==> config.mk <==
export PLATFORM = sky130hd
export DESIGN_NAME = matrix_column_feeder
export DESIGN_NICKNAME = d
export VERILOG_FILES = /design/src/rtl/matrix_column_feeder.sv
export SDC_FILE = /design/constraint.sdc
export NUM_CORES = 1
export LEC_CHECK = 0
export CORE_ASPECT_RATIO = 1.1
export CORE_MARGIN = 4
export CORE_UTILIZATION = 60
export DETAILED_ROUTE_END_ITERATION = 7
export PLACE_DENSITY = 0.84
export SLEW_MARGIN = 20
export SYNTH_ARGS = -nofsm -noshare
export SYNTH_HDL_FRONTEND = slang
export SYNTH_SLANG_ARGS = --single-unit
export TNS_END_PERCENT = 30
==> constraint.sdc <==
create_clock -name Clock -period 8.5 [get_ports Clock]
set_clock_uncertainty 0.05 [all_clocks]
set_input_delay 1.7 -clock Clock [delete_from_list [all_inputs] [get_ports Clock]]
set_output_delay 1.7 -clock Clock [all_outputs]
set_load 0.1 [all_outputs]
==> src/rtl/matrix_column_feeder.sv <==
// ---------------------------------------------------------------------------
// matrix_column_feeder
//
// Buffers one DIM x DIM operand tile, which arrives one row per accepted
// beat. On start it replays the tile column by column, one DIM-lane vector
// per cycle, and then emits DIM-1 all-zero vectors. Lane i of the output
// feeds a skew chain of depth i, and the zero vectors flush the deepest
// chain.
//
// Ports
//   Clock     in   1      sole clock, rising edge
//   Reset     in   1      synchronous, active-high
//   in_data   in   DIM*W  tile row r, lane j = A[r][j]
//   in_valid  in   1      in_data valid
//   in_ready  out  1      a row is accepted on this edge if in_valid
//   start     in   1      stream request, honoured only when a full tile is held
//   out_data  out  DIM*W  lane i = A[i][k] in column cycle k, zero when flushing
//   out_valid out  1      high on every column and flush cycle
//   out_last  out  1      high on the final out_valid cycle of a tile
//   busy      out  1      high while streaming or flushing
// ---------------------------------------------------------------------------
// state  | meaning
// LOAD   | accepting rows into the buffer, in_ready = 1
// FULL   | DIM rows held, waiting for start
// STREAM | presenting column k on out_data
// FLUSH  | presenting zero vectors so the deepest skew chain drains
// ---------------------------------------------------------------------------
module matrix_column_feeder #(
    parameter int W   = 32,
    parameter int DIM = 4
) (
    input  logic             Clock,
    input  logic             Reset,
    input  logic [DIM*W-1:0] in_data,
    input  logic             in_valid,
    output logic             in_ready,
    input  logic             start,
    output logic [DIM*W-1:0] out_data,
    output logic             out_valid,
    output logic             out_last,
    output logic             busy
);

    localparam int CW = (DIM > 1) ? $clog2(DIM) : 1;
    localparam int FW = (DIM > 2) ? $clog2(DIM - 1) : 1;
    localparam logic [CW-1:0] LAST_IDX  = CW'(DIM - 1);
    // For DIM = 1 there is no flush phase; the value is never used then.
    localparam logic [FW-1:0] FLUSH_END = FW'((DIM > 1) ? (DIM - 2) : 0);

    typedef enum logic [1:0] {
        LOAD   = 2'd0,
        FULL   = 2'd1,
        STREAM = 2'd2,
        FLUSH  = 2'd3
    } state_t;

    state_t           r_state;
    state_t           w_state_nxt;
    logic [CW-1:0]    r_row;
    logic [CW-1:0]    w_row_nxt;
    logic [CW-1:0]    r_col;
    logic [CW-1:0]    w_col_nxt;
    logic [FW-1:0]    r_flush;
    logic [FW-1:0]    w_flush_nxt;

    logic [W-1:0]     r_buf [DIM][DIM];

    logic             w_accept;
    logic [DIM*W-1:0] w_data_nxt;
    logic             w_valid_nxt;
    logic             w_last_nxt;

    logic [DIM*W-1:0] r_out_data;
    logic             r_out_valid;
    logic             r_out_last;
    logic             r_busy;

    assign in_ready  = (r_state == LOAD);
    assign w_accept  = in_valid && in_ready;

    assign out_data  = r_out_data;
    assign out_valid = r_out_valid;
    assign out_last  = r_out_last;
    assign busy      = r_busy;

    // Next-state and counter logic.
    always_comb begin
        w_state_nxt = r_state;
        w_row_nxt   = r_row;
        w_col_nxt   = r_col;
        w_flush_nxt = r_flush;
        case (r_state)
            LOAD: begin
                if (w_accept) begin
                    if (r_row == LAST_IDX) begin
                        w_row_nxt   = '0;
                        w_state_nxt = FULL;
                    end else begin
                        w_row_nxt = r_row + 1'b1;
                    end
                end
            end
            FULL: begin
                if (start) begin
                    w_state_nxt = STREAM;
                    w_col_nxt   = '0;
                end
            end
            STREAM: begin
                if (r_col == LAST_IDX) begin
                    w_col_nxt = '0;
                    if (DIM == 1) begin
                        w_state_nxt = LOAD;
                        w_row_nxt   = '0;
                    end else begin
                        w_state_nxt = FLUSH;
                        w_flush_nxt = '0;
                    end
                end else begin
                    w_col_nxt = r_col + 1'b1;
                end
            end
            FLUSH: begin
                if (r_flush == FLUSH_END) begin
                    w_state_nxt = LOAD;
                    w_row_nxt   = '0;
                    w_flush_nxt = '0;
                end else begin
                    w_flush_nxt = r_flush + 1'b1;
                end
            end
            default: begin
                w_state_nxt = LOAD;
                w_row_nxt   = '0;
                w_col_nxt   = '0;
                w_flush_nxt = '0;
            end
        endcase
    end

    // Outputs are derived from the state being entered so that the column
    // selected on the start edge is already on out_data in the next cycle.
    always_comb begin
        w_data_nxt  = '0;
        w_valid_nxt = (w_state_nxt == STREAM) || (w_state_nxt == FLUSH);
        w_last_nxt  = ((w_state_nxt == STREAM) && (DIM == 1)) ||
                      ((w_state_nxt == FLUSH) && (w_flush_nxt == FLUSH_END));
        if (w_state_nxt == STREAM) begin
            for (int i = 0; i < DIM; i++) begin
                w_data_nxt[i*W +: W] = r_buf[i][w_col_nxt];
            end
        end
    end

    always_ff @(posedge Clock) begin
        if (Reset) begin
            r_state     <= LOAD;
            r_row       <= '0;
            r_col       <= '0;
            r_flush     <= '0;
            r_out_data  <= '0;
            r_out_valid <= 1'b0;
            r_out_last  <= 1'b0;
            r_busy      <= 1'b0;
        end else begin
            r_state     <= w_state_nxt;
            r_row       <= w_row_nxt;
            r_col       <= w_col_nxt;
            r_flush     <= w_flush_nxt;
            r_out_data  <= w_data_nxt;
            r_out_valid <= w_valid_nxt;
            r_out_last  <= w_last_nxt;
            r_busy      <= w_valid_nxt;
        end
    end

    // Tile storage is deliberately not reset; a tile is only replayed after
    // DIM fresh rows have been written.
    always_ff @(posedge Clock) begin
        if (w_accept) begin
            for (int j = 0; j < DIM; j++) begin
                r_buf[r_row][j] <= in_data[j*W +: W];
            end
        end
    end

endmodule
* Yosys cells after proc, flatten, opt, wreduce, memory -nomap -nowiden
Memories as Yosys holds them, arrays and structs flattened.
Index checks and enable logic that the tools add are counted.
** Word-level totals
- Flip-flop bits (word level) :: 138
- RAM bits :: 512
- Bits of input ports :: 132
- Logic and storage cells :: 62
- Memories :: 1
** Operators by class
- $add $sub $neg :: 3
- Order comparisons :: 1
- Equality and inequality tests :: 11
- Multiplexer cells :: 30
- Bitwise gates (word level) :: 2
- Reduce and logical (&&, ||, !) cells :: 7
** Memories
- r_buf :: words 4, width 128, rd ports 4, clocked after memory_dff 0, write ports 1, RTL line 66 : logic [W-1:0] r_buf [DIM][DIM];
** Operators by type and width (number)
- $bmux 32 s2 :: 4
- $mux 32 :: 8
- $mux 2 :: 12
- $eq 2x2->1 const B :: 8
- $pmux 2 s2 :: 3
- $pmux 2 s4 :: 1
- $add 2x1->2 const B :: 3
- $ge 3x3->1 const B :: 1
- $not 2->3 :: 1
- $reduce_and 3->1 :: 1
- $eq 2x1->1 const B :: 1
- $logic_and 1x1->1 :: 2
- $logic_not 2->1 :: 1
- $mux 1 :: 2
- $ne 2x1->1 const B :: 1
- $ne 2x2->1 const B :: 1
- $reduce_bool 2->1 :: 1
- $reduce_or 2->1 :: 1
- $logic_or 1x1->1 :: 1
- $not 1->1 :: 1

* Logic depth before layout (Yosys ltp)
- Word-level depth :: 7
- Gate-level depth with buffers :: 9
- Gate-level depth less buffers :: 7

* Least setup slack after synthesis
Ideal clock, no wire load.
- Path type :: input-to-reg
- Start :: input port in_valid
- End :: register r_out_data[69], in the netlist out_data[69]
- Setup time :: 0.133 ns
- Data arrival time :: 5.686 ns
- Required time :: 8.317 ns
- Path slack :: 2.630 ns
- Stages :: 7
- Cells stage by stage :: and3_1 -> o21ai_0 -> o21ai_1 -> a2111o_1 -> buf_4 -> buf_6 -> a221oi_2
** On the way
- Longest elaborated chain between the ends :: 6
** RTL lines
- from (decl) :: RTL line 35 : input logic in_valid,
- $logic_and 1x1->1 :: RTL line 79 : assign w_accept = in_valid && in_ready;
- $mux 2 :: RTL line 94 : if (w_accept) begin
- $pmux 2 s4 :: RTL line 92 : case (r_state)
- $eq 2x2->1 :: RTL line 148 : if (w_state_nxt == STREAM) begin
- $not 1->1 (no line)
- $reduce_or 2->1 (no line)
- to (signal assigned) :: RTL line 170 : r_out_data <= w_data_nxt;
- to (decl) :: RTL line 73 : logic [DIM*W-1:0] r_out_data;
Every way passes these cells.
A chain may end at the register's enable or synchronous reset.

* Worst setup path in the final report
- Start :: register r_state[1]
- End :: output port in_ready
** On the way
- Longest elaborated chain between the ends :: 1
** RTL lines
- from (decl) :: RTL line 57 : state_t r_state;
- from (signal assigned) :: RTL line 166 : r_state <= w_state_nxt;
- $logic_not 2->1 :: RTL line 78 : assign in_ready = (r_state == LOAD);
- to (decl) :: RTL line 36 : output logic in_ready,
Every way passes these cells.

==> results.cfg <==
[status]
outcome = completed

[sta]
finalMaxSlewViolations = 0
setup_ws_ns = 4.21
setup_viol = 0
tightest_slew_ns = 1.09
hold_ws_ns = 0.472
period_minus_slack_ns = 4.29
maxSlewHeadroom = 0.268
period_share = 0.505
hold_viol = 0
tns_ns = 0
fmax_mhz = 233
rsz0062_at_grt = false

[floorplanning]
dieArea_um2 = 42100
io_pins = 264
initial_core_util = 0.609
die_h_um = 215
core_area_um2 = 38300
die_x_um = 196
rows = 75

[pwr]
power_density_nw_per_um2 = 292
comb_power_share = 0.199
finalPower_uw = 8250
pwr-share-seq = 0.485
peakVddDrop_mv = 0.206
sw_frac_of_total = 0.300
clkPwrFrac = 0.315
switchingPower_uw = 2470
p_int_uw = 5770
p_leak_uw = 0.0107

[clock_tree]
h-tree-depth = 2
cts_tree = done
cts_resized = 0
clock-sinks = 650
clk_pin_slew_ns = 0.06
numCtsBuffers = 58
clockBufferDepth = 3
post_cts_buffers = 0
clkLatencyLatePin_ns = 0.58
holdBufCountCts = 0
cts_root_buf = clkbuf_16

[synthesis]
netlist_area_um2 = 23300
synth_area_per_cell_um2 = 17.8
synthDominantCellAreaShare = 0.659
yosys_warnings = 0
yosys.cell_types.count = 32
synth_nets = 1455
seq_area_frac_synth = 0.778
synth_area_leader_cell = edfxtp_1
synth_area_leaders = edfxtp_1, dfxtp_1, a221oi_2
ys_ff_latch = 650
synthCells = 1313
synth_edf_count = 512
synth.most_common_cell = edfxtp_1
async_reset_ff_frac = 0
ys_top_cells_by_count = edfxtp_1, dfxtp_1, nand2_1, a21oi_1, mux2i_1
synth_top_flop_cell = edfxtp_1

[placement]
gp_congestion = 0.769
post-place-cells = 2000
hpwlAfterDp_um = 27600
io_buffers = 263
post-place-ws_ns = 3.73

[worst_setup_path]
cp-end-kind = output port
worstSetupPathType = reg -> out
startpoint_type = flop
required_ns = 6.75
crit_path_cell_trace = inv_1 -> ha_1 -> clkdlybuf4s50_1
arrival_ns = 2.54
worst_path_max_delay_cell = clkdlybuf4s50_1
crit_path_max_incr_delay_ns = 1.18
cp_max_fo = 6

[route]
wire_per_inst_um = 22.9
via_per_inst = 5.88
vias = 12400
drt-pass1-iter-count = 5
drt_iter0_drc = 878
wirelength_um = 48300
ant_nets = 0
drc_errors = 0

[grt]
grt_max_degree = 140
grt_pass1_vias = 12800
grt_pass1_wl_um = 74200
antenna_found_initial = 3
groute.usage.overall = 0.224
grt_overflow = 0

[layout]
multi_input_area_um2 = 4740
layoutNonFillerInstCount = 2110
fill_cells = 2232
area_growth_syn_to_layout_pct = 21.1
final-seq-area_um2 = 18100
nets = 1703
drive_gt1_frac = 0.146
num_antenna_cells = 0

[flow_run]
max_cap_viol_count = 0

[min_path]
hp-class = reg -> reg
[worst paths after layout]
| path | from | endpoint | slack, ns | cells past startpoint |
|---|---|---|---|---|
| max | r_state[1]$_SDFF_PP0_ | in_ready | 4.21 | 3 |
| min | r_row[1]$_SDFFE_PP0P_ | r_row[1]$_SDFFE_PP0P_ | 0.47 | 2 |
| max reg2reg | r_state[0]$_SDFF_PP0_ | out_data[115]$_SDFF_PP0_ | 5.06 | 7 |
| min reg2reg | r_row[1]$_SDFFE_PP0P_ | r_row[1]$_SDFFE_PP0P_ | 0.47 | 2 |
[cells in the final DEF, fill, tap and decap left out, types with 2 or more instances in the layout]
master,instances
clkdlybuf4s50_1,263
buf_12,3
a211oi_1,3
o21ai_0,3
dfxtp_1,138
a21oi_1,131
nor2_1,6
mux2i_1,129
clkbuf_8,12
clkinv_1,4
ha_1,10
nand3b_1,2
clkinv_2,11
clkinvlp_4,3
nor2b_1,2
clkbuf_16,59
a221oi_2,121
and3_4,4
buf_4,8
bufinv_16,4
nand2b_1,3
o21ai_1,2
a221oi_1,8
edfxtp_1,512
clkbuf_1,13
nor3_1,2
nand2_1,131
inv_1,7
inv_6,2
[layer usage]
metal  track usage  share of wire
met5             0        0.00093
met4        0.0594          0.023
met3        0.0418          0.065
met2         0.385           0.52
met1         0.299           0.40
[state kept, by name (all words and copies together) (netlist names)]
| signal | cells |
|---|---|
| r_flush | 2 |
| r_col | 2 |
| r_row | 2 |
| busy | 1 |
| out_last | 1 |
| out_data | 128 |
| r_state | 2 |
| r_buf | 512 |
[final cells by class]
type                       instances  area share
clock buffer                      84      0.0599
clock inverter                    25     0.00846
inverter                           7    0.000930
multi-input combinational        569       0.168
sequential                       650       0.642
tap                              500      0.0222
timing repair buffer             275      0.0984
[critical path: cells and delay by family (launching register included)]
family	cells	cell delay, ns
adders and majority gates	1	0.28
buffers and inverters	2	1.33
DFF	1	0.34
[through the flow]
stage / utilization / instance area [µm²]
finish: 0.738 / 28200
global route: 0.738 / 28200
CTS: 0.737 / 28200
detailed placement: 0.687 / 26300
global placement: 0.687 / 26300
floorplan: - / 23300
[cell families (layout without fill, tap and decap cells)]
group           Yosys count  count (layout)  share of synthesized area
buf+inv                  94             391                     0.0211
compound gates          273             273                      0.113
fa+ha+maj                10              10                    0.00536
flops                   650             650                      0.778
mux                     129             129                     0.0554
simple gates            157             157                     0.0276
[power by group through the flow]
stage               clock, µW  sequential [µW]  combinational, µW
floorplan                   0             4750                519
global placement            0             4050               1600
detailed placement          0             4070               1630
CTS                      2640             4010               1640
global route             2770             4030               1720
finish                   2600             4000               1640
Note: power is estimated with default switching activity, not from simulation.
